### src/rtl/piezo_alert_sched.sv
// Alert scheduler for the piezo tone generator: arbitrates charge / too-fast / low-battery
// tunes and feeds them note by note over a valid/ready command handshake.
module piezo_alert_sched #(
  parameter bit fast_sim   = 1'b1,
  parameter int REPEAT_CYC = 150_000_000
) (
  input  logic       clk,
  input  logic       rst_n,
  input  logic       en_steer,
  input  logic       too_fast,
  input  logic       batt_low,
  input  logic       note_rdy,
  input  logic       note_done,
  output logic       note_vld,
  output logic [1:0] note_id,
  output logic [1:0] note_dur,
  output logic       abort,
  output logic       busy,
  output logic [1:0] active_tune
);

  typedef enum logic [1:0] {IDLE, ISSUE, PLAY, ABORT} state_t;

  localparam logic [1:0]  T_NONE = 2'd0;
  localparam logic [1:0]  T_CHG  = 2'd1;
  localparam logic [1:0]  T_FAST = 2'd2;
  localparam logic [1:0]  T_BATT = 2'd3;
  localparam logic [28:0] RPT_LIM  = 29'(REPEAT_CYC);
  localparam logic [28:0] RPT_STEP = fast_sim ? 29'd64 : 29'd1;

  function automatic logic [1:0] rank(input logic [1:0] tune);
    case (tune)
      T_FAST:  rank = 2'd3;
      T_BATT:  rank = 2'd2;
      T_CHG:   rank = 2'd1;
      default: rank = 2'd0;
    endcase
  endfunction

  function automatic logic [2:0] last_idx(input logic [1:0] tune);
    last_idx = (tune == T_FAST) ? 3'd2 : 3'd5;
  endfunction

  // Returns {note_id, note_dur}; FAST reuses the first three CHARGE notes.
  function automatic logic [3:0] note_lut(input logic [1:0] tune, input logic [2:0] idx);
    note_lut = 4'h0;
    if (tune == T_BATT) begin
      case (idx)
        3'd0:    note_lut = {2'd3, 2'd3};
        3'd1:    note_lut = {2'd2, 2'd0};
        3'd2:    note_lut = {2'd3, 2'd2};
        3'd3:    note_lut = {2'd2, 2'd1};
        3'd4:    note_lut = {2'd1, 2'd1};
        default: note_lut = {2'd0, 2'd1};
      endcase
    end else begin
      case (idx)
        3'd0:    note_lut = {2'd0, 2'd1};
        3'd1:    note_lut = {2'd1, 2'd1};
        3'd2:    note_lut = {2'd2, 2'd1};
        3'd3:    note_lut = {2'd3, 2'd2};
        3'd4:    note_lut = {2'd2, 2'd0};
        default: note_lut = {2'd3, 2'd3};
      endcase
    end
  endfunction

  state_t      state, state_nx;
  logic [1:0]  tune_nx, pend, pend_nx, req_tune;
  logic [2:0]  idx, idx_nx;
  logic        abort_nx, start, preempt, cancel;
  logic        req_fast, req_batt, req_chg;
  logic [27:0] rpt_cnt;
  logic [28:0] rpt_sum;
  logic        rpt_exp;

  assign req_fast = en_steer & too_fast;
  assign req_batt = batt_low & rpt_exp;
  assign req_chg  = en_steer & ~batt_low & rpt_exp;
  assign req_tune = req_fast ? T_FAST : req_batt ? T_BATT : req_chg ? T_CHG : T_NONE;
  assign preempt  = rank(req_tune) > rank(active_tune);
  assign cancel   = ((active_tune == T_CHG) || (active_tune == T_FAST)) && !en_steer;
  assign rpt_sum  = {1'b0, rpt_cnt} + RPT_STEP;

  always_comb begin
    state_nx = state;
    tune_nx  = active_tune;
    idx_nx   = idx;
    pend_nx  = pend;
    abort_nx = 1'b0;
    start    = 1'b0;
    case (state)
      IDLE: begin
        if (req_tune != T_NONE) begin
          tune_nx  = req_tune;
          idx_nx   = 3'd0;
          state_nx = ISSUE;
          start    = (req_tune == T_CHG) || (req_tune == T_BATT);
        end
      end
      ISSUE, PLAY: begin
        // Preemption beats everything, including a note_done landing in the same cycle.
        if (preempt) begin
          pend_nx  = req_tune;
          abort_nx = 1'b1;
          state_nx = ABORT;
          start    = (req_tune == T_CHG) || (req_tune == T_BATT);
        end else if (cancel) begin
          pend_nx  = T_NONE;
          abort_nx = 1'b1;
          state_nx = ABORT;
        end else if (state == ISSUE) begin
          if (note_rdy) state_nx = PLAY;
        end else if (note_done) begin
          if (idx != last_idx(active_tune)) begin
            idx_nx   = idx + 3'd1;
            state_nx = ISSUE;
          end else if ((active_tune == T_FAST) && req_fast) begin
            idx_nx   = 3'd0;
            state_nx = ISSUE;
          end else begin
            tune_nx  = T_NONE;
            state_nx = IDLE;
          end
        end
      end
      default: begin
        if (pend == T_NONE) begin
          tune_nx  = T_NONE;
          state_nx = IDLE;
        end else begin
          tune_nx  = pend;
          idx_nx   = 3'd0;
          state_nx = ISSUE;
        end
      end
    endcase
  end

  always_ff @(posedge clk or negedge rst_n) begin
    if (!rst_n) begin
      state       <= IDLE;
      idx         <= 3'd0;
      pend        <= T_NONE;
      active_tune <= T_NONE;
      note_vld    <= 1'b0;
      note_id     <= 2'd0;
      note_dur    <= 2'd0;
      abort       <= 1'b0;
      busy        <= 1'b0;
    end else begin
      state       <= state_nx;
      idx         <= idx_nx;
      pend        <= pend_nx;
      active_tune <= tune_nx;
      note_vld    <= (state_nx == ISSUE);
      abort       <= abort_nx;
      busy        <= (state_nx != IDLE);
      if (state_nx == ISSUE) {note_id, note_dur} <= note_lut(tune_nx, idx_nx);
    end
  end

  // Repeat timer: frozen while CHARGE or BATT plays, saturates at the limit.
  always_ff @(posedge clk or negedge rst_n) begin
    if (!rst_n) begin
      rpt_cnt <= 28'd0;
      rpt_exp <= 1'b1;
    end else if (start) begin
      rpt_cnt <= 28'd0;
      rpt_exp <= 1'b0;
    end else begin
      if ((active_tune != T_CHG) && (active_tune != T_BATT))
        rpt_cnt <= (rpt_sum >= RPT_LIM) ? RPT_LIM[27:0] : rpt_sum[27:0];
      if ({1'b0, rpt_cnt} >= RPT_LIM) rpt_exp <= 1'b1;
    end
  end

endmodule
### config.mk
export PLATFORM = sky130hd
export DESIGN_NAME = piezo_alert_sched
export DESIGN_NICKNAME = d
export VERILOG_FILES = /design/src/rtl/piezo_alert_sched.sv
export SDC_FILE = /design/constraint.sdc
export NUM_CORES = 1
export LEC_CHECK = 0
export BUFFER_PORTS_ARGS = -buffer_cell sky130_fd_sc_hd__buf_2
export CORE_MARGIN = 2
export CORE_UTILIZATION = 45
export DETAILED_ROUTE_END_ITERATION = 10
export HOLD_SLACK_MARGIN = 0.08
export SLEW_MARGIN = 25
export SYNTH_ARGS = -nofsm -noshare
export SYNTH_HDL_FRONTEND = slang
export SYNTH_SLANG_ARGS = --single-unit
export TNS_END_PERCENT = 20
### constraint.sdc
create_clock -name clk -period 3.7 [get_ports clk]
set_clock_uncertainty 0.2 [all_clocks]
set_input_delay 0.37 -clock clk [delete_from_list [all_inputs] [get_ports clk]]
set_output_delay 0.37 -clock clk [all_outputs]
set_load 0.03 [all_outputs]
==> metrics, run 1 <==
Synth area leader dfrtp_1; initial antenna violation count 0; Power Density between 700 and 800 nW/um^2; outcome complete, no violations; crit path time final 3.38 ns; Initial DRC Count 185; Syn Nets around 370; setup tns final 0 ns; WS Path Type register to register; fillers 613; I/O pin cnt 16; syn avg cell area 8.47 um^2; die extent in x between 80 and 90 um; final number of hold-violating endpoints 0; # diodes 0; Clock Sinks 39; Post-CTS Setup Repair Bufs 0; die area 7280 um^2; first-pass GRT wire length between 10000 and 15000 um; register bit total from synthesis 39; gp weighted congestion around 0.93; via count 2700; num rows 29; Max Fclk 0.296 GHz; Final period util 91.4%; Slew Viols, Final 0; I/O Buffers 15; post-synth cell types approximately 70; Initial Util between 40% and 50%; worst-margin pin slew a little over 0.8 ns; CTS tree built; layout cells sized above 1 about 16%; Post-Syn Instances approximately 350; Global Route met3 Usage under 10%; Post-synth top cells 38 x dfrtp_1, 34 x o21ai_0, 29 x nand2_1; Min-Delay Path Class register to register; vias per cell between 6 and 7; total grt overflow 0; register area share after synthesis roughly 33%; Storage cell area 977 um^2; crit path DAT 3.37 ns; largest net degree at the start of global routing 40; synthesis warning total 0; Clock Latency Late Sink ~0.30 ns; most common cell in the netlist dfrtp_1; RSZ-0062 raised after global routing no; Post-synth EDFFs 0; area growth from synthesis to layout 9.05%; CP required about 3.7 ns; total CTS buffers 5; final WL around 7100 um; met1 Use GR between 20% and 30%; vias in the first global route 2618; Area contributors post-synth dfrtp_1 32%, o21ai_0 5.7%, ha_1 5.5%; GRT Max-Usage Layer met2; final net count about 380; core outline area 6390 um^2; Pleak approximately 0.0014 uW; Synth Flop Type dfrtp_1; Routed Antenna Nets 0; ys async rst share 100%; Post-Syn Area 2970 um^2; CP Capture Type register; Critical Path Start Type register; total track usage between 20% and 30%; Setup violations, final 0; Reg clk slew, reported paths around 0.080 ns; GR met2 Demand/Resource between 30 and 40%; final cell count without fillers between 400 and 500; max_slew headroom between 40% and 50%; footprint of the multi-input gates 1810 um^2; area share of the largest cell type after synthesis around a third; # DRC 0; CTS Buffer Depth 2; Peak VDD IR 437 uV; largest fanout on the critical path 13; max-cap viol count 0; H-tree levels 2; First-pass DRT Iterations 4; HPWL after DPL 5100 um; Die H approximately 85 um; Root Buffer clkbuf_8; DR WL/cell 16.2 um; placed instance count ~430
-- cell usage in the layout (no fill, tap or decap), types with 8 or more instances in the layout --
| cell type | instances |
|---|---|
| dfrtp_1 | 38 |
| o21ai_0 | 33 |
| nand2_1 | 29 |
| nor2_1 | 21 |
| inv_1 | 18 |
| nand3_1 | 17 |
| buf_2 | 14 |
| nor3_1 | 13 |
| ha_1 | 13 |
| buf_4 | 12 |
| a21oi_1 | 10 |
| nand4_1 | 9 |
| xor2_1 | 8 |
-- registers in the layout, indices dropped and copies added (netlist names) --
| name | count |
|---|---|
| pend | 2 |
| note_id | 2 |
| note_dur | 2 |
| active_tune | 2 |
| abort | 1 |
| rpt_exp | 1 |
| busy | 1 |
| idx | 3 |
| state | 2 |
| rpt_cnt | 22 |
| note_vld | 1 |
-- stage by stage --
stage	worst slack, ns	util, %	cell area (um^2)	power, uW	hold slack [ns]
finish	0.319	50.8	3240	2270	0.286
CTS	0.162	50.7	3240	2280	0.289
global placement	0.252	48.7	3110	1880	0.263
detailed placement	0.163	48.7	3110	1890	0.269
global route	0.0726	50.8	3240	2490	0.311
floorplan	0.509	-	2970	1590	-0.126
-- power breakdown --
group / internal [uW] / switching, uW
clock: 218 / 162
combinational: 436 / 737
sequential: 549 / 171
total: 1200 / 1070
-- per-layer routing --
metal,part of all wire [%],vias to the layer above,routed length [um]
met2,49,64,3480
met4,2.2,0,159
met1,46,1305,3280
li1,-,1317,-
met5,0,-,0
met3,3.0,14,216
-- cell type report --
| class | instances | share of cell area [%] |
|---|---|---|
| multi-input combinational | 271 | 55.9 |
| sequential | 39 | 30.1 |
| timing repair buffer | 27 | 5.25 |
| tap | 77 | 2.97 |
| clock buffer | 6 | 2.55 |
| inverter | 18 | 2.08 |
| clock inverter | 2 | 1.08 |
-- repair_timing --
| action | in CTS | in global routing |
|---|---|---|
| gates resized for setup | 0 | 2 |
| hold buffers | 1 | 0 |
| hold endpoints to repair | 38 | 0 |
| setup endpoints to repair | 0 | 1 |
-- path summary, 6_finish.rpt --
check / from / end / slack, ns / depth (start not counted)
max: rpt_cnt[6] / rpt_cnt[17] / 0.32 / 9
min: note_dur[1] / note_dur[1] / 0.29 / 2
max reg2reg: rpt_cnt[6] / rpt_cnt[17] / 0.32 / 9
min reg2reg: note_dur[1] / note_dur[1] / 0.29 / 2
max in group asynchronous: rst_n / rpt_exp / 2.56 / 2
min in group asynchronous: rst_n / rpt_cnt[25] / 0.38 / 2
-- cells by family after synthesis --
logic type               Yosys count  share of synthesized area, %
AO/OA/AOI/OAI                     97                          22.2
XOR/XNOR                          13                          3.83
adder cells (fa/ha/maj)           14                          5.81
buffers and inverters             41                          6.27
flip-flops                        39                          32.9
multiplexers                       2                         0.715
AND/OR/NAND/NOR                  145                          28.4
-- critical path, cell delays in order, from the launching register on --
cell and delay [ns]:
dfrtp_1 0.52, ha_1 0.39, nand4_1 0.19, or4_1 0.66, nor2_1 0.31, nor2_1 0.09
a31oi_1 0.24, o21a_4 0.30, nor3_1 0.08, a211o_1 0.28
(Power assumes the default switching activity.)
==> inputs of run 2 (changes only) <==
MAX_ROUTING_LAYER = met4   (was default)
==> metrics, run 2 (synthesized netlist as in run 1, its figures left out) <==
First-pass DRT Iterations 5 (+1); Max Fclk 0.288 GHz (-2.7%); Power Density 701 nW/um^2 (about the same); gp weighted congestion 0.876 (-5.6%); Slew Viols, Final 0 (unchanged); largest register by flop count rpt_cnt; Final period util 94.0% (+2.6 points); top flop regs rpt_cnt x22, idx x3; crit path time final 3.48 ns (+0.0950 ns); Critical Path Start Type register; crit path cell chain nand2_1 > nand2_1 > inv_1 > ha_1 > inv_1 > ha_1 > nand2_1 > o21a_1 > o21ai_0 > a21oi_1 > or2_2 > inv_1 > nand3_1 > o32ai_1 > nor3_1; worst-margin pin slew 0.862 ns (+0.0467 ns); CP max stage delay 0.57 ns (-0.09 ns); I/O Buffers 15 (unchanged); num rows 29 (unchanged); total track usage 21.2% (-0.083 points); Reg clk slew, reported paths 0.09 ns (about the same); HPWL after DPL 5040 um (-1.2%); most common cell after layout, fill and taps aside dfrtp_1; total grt overflow 0 (unchanged); Pleak 0.00140 uW (-0.17%); outcome complete, no violations; most frequent cells in the layout 38 x dfrtp_1, 34 x o21ai_0, 29 x nand2_1; Initial DRC Count 187 (+1.1%); WS Path Type register to register; RSZ-0062 raised after global routing no; initial antenna violation count 0 (unchanged); final number of hold-violating endpoints 0 (unchanged); Largest register FFs 22 (unchanged); Clock Latency Late Sink 0.31 ns (about the same); DR WL/cell 16.3 um (+0.45%); area growth from synthesis to layout 9.21%; Peak VDD IR 494 uV (+13%); crit path DAT 3.47 ns (+0.10 ns); hold_buf cts 1 (unchanged); CTS Buffer Depth 2 (unchanged); # diodes 0 (unchanged); CP required 3.69 ns (about the same); Clock Sinks 39 (unchanged); # DRC 0 (unchanged); Setup violations, final 0 (unchanged); final WL 7150 um (+0.22%); max-cap viol count 0 (unchanged); Crit-path slowest cell dfstp_2; Die H 85.3 um (unchanged); via count 2677 (-0.85%); vias in the first global route 2532 (-3.3%); setup tns final 0 ns (unchanged); CP Capture Type register; Root Buffer clkbuf_8; dpl cell area 3110 um^2 (+0.16%); Min-Delay Path Class register to register; vias per cell 6.10 (-0.63%); final net count 381 (-0.26%); total CTS buffers 5 (unchanged); H-tree levels 2 (unchanged); core outline area 6390 um^2 (unchanged); die area 7280 um^2 (unchanged); Place WS 0.193 ns (+0.0304 ns); largest fanout on the critical path 9 (-4); layout cells sized above 1 15.5% (-0.51 points); cts repair resizes 0 (unchanged); die extent in x 85.3 um (unchanged); largest net degree at the start of global routing 40 (unchanged); final setup margin 0.224 ns (-0.0950 ns); CTS tree built; Routed Antenna Nets 0 (unchanged); Initial Util 46.6% (unchanged); Post-CTS Setup Repair Bufs 0 (unchanged); first-pass GRT wire length 12100 um (-3.9%); max_slew headroom 42.3% (-3.1 points); final instance area 3250 um^2 (+0.15%); Hold WS 0.281 ns (-0.00480 ns); I/O pin cnt 16 (unchanged)
## run 2: through the flow
stage / cells / total power (uW) / utilization [%]
CTS: 439 / 2290 / 50.8
detailed placement: 430 / 1880 / 48.8
finish: 439 / 2280 / 50.9
global placement: 430 / 1870 / 48.8
floorplan: 351 / 1590 / -
global route: 439 / 2470 / 50.9
## run 2: report_power, final
| part | leakage, uW | internal, uW | total [uW] | switching (uW) |
|---|---|---|---|---|
| sequential | 0.000504 | 549 | 722 | 173 |
| combinational | 0.000830 | 433 | 1150 | 722 |
| clock | 0.0000618 | 222 | 399 | 177 |
## run 2: routing by layer
layer / GRT usage (%) / up-vias / part of all wire, %
li1: - / 1317 / -
met1: 26.1 / 1278 / 44
met2: 34.6 / 69 / 49
met3: 4.38 / 13 / 4.9
met4: 7.36 / 0 / 1.9
met5: - / - / 0
## run 2: worst paths after layout
path / depth (start not counted) / from / slack (ns) / end
setup / recovery: 15 / rpt_exp / 0.22 / note_dur[0]
hold / removal: 2 / note_dur[1] / 0.28 / note_dur[1]
setup reg to reg: 15 / rpt_exp / 0.22 / note_dur[0]
hold reg to reg: 2 / note_dur[1] / 0.28 / note_dur[1]
max in group asynchronous: 2 / rst_n / 2.57 / rpt_exp
min in group asynchronous: 2 / rst_n / 0.36 / rpt_cnt[26]
## run 2: cell type report
cell class                 count  area, um^2
inverter                      18        67.6
clock buffer                   6        82.6
sequential                    39         977
tap                           77        96.3
clock inverter                 2        38.8
multi-input combinational    271        1810
timing repair buffer          26         175
fill                         603        3140
## run 2: critical path: cells and delay by family (launching register included)
family | cells | cell delay (ns)
compound gates | 4 | 0.99
flops | 1 | 0.57
buf+inv | 3 | 0.26
fa+ha+maj | 2 | 0.55
simple gates | 6 | 0.78
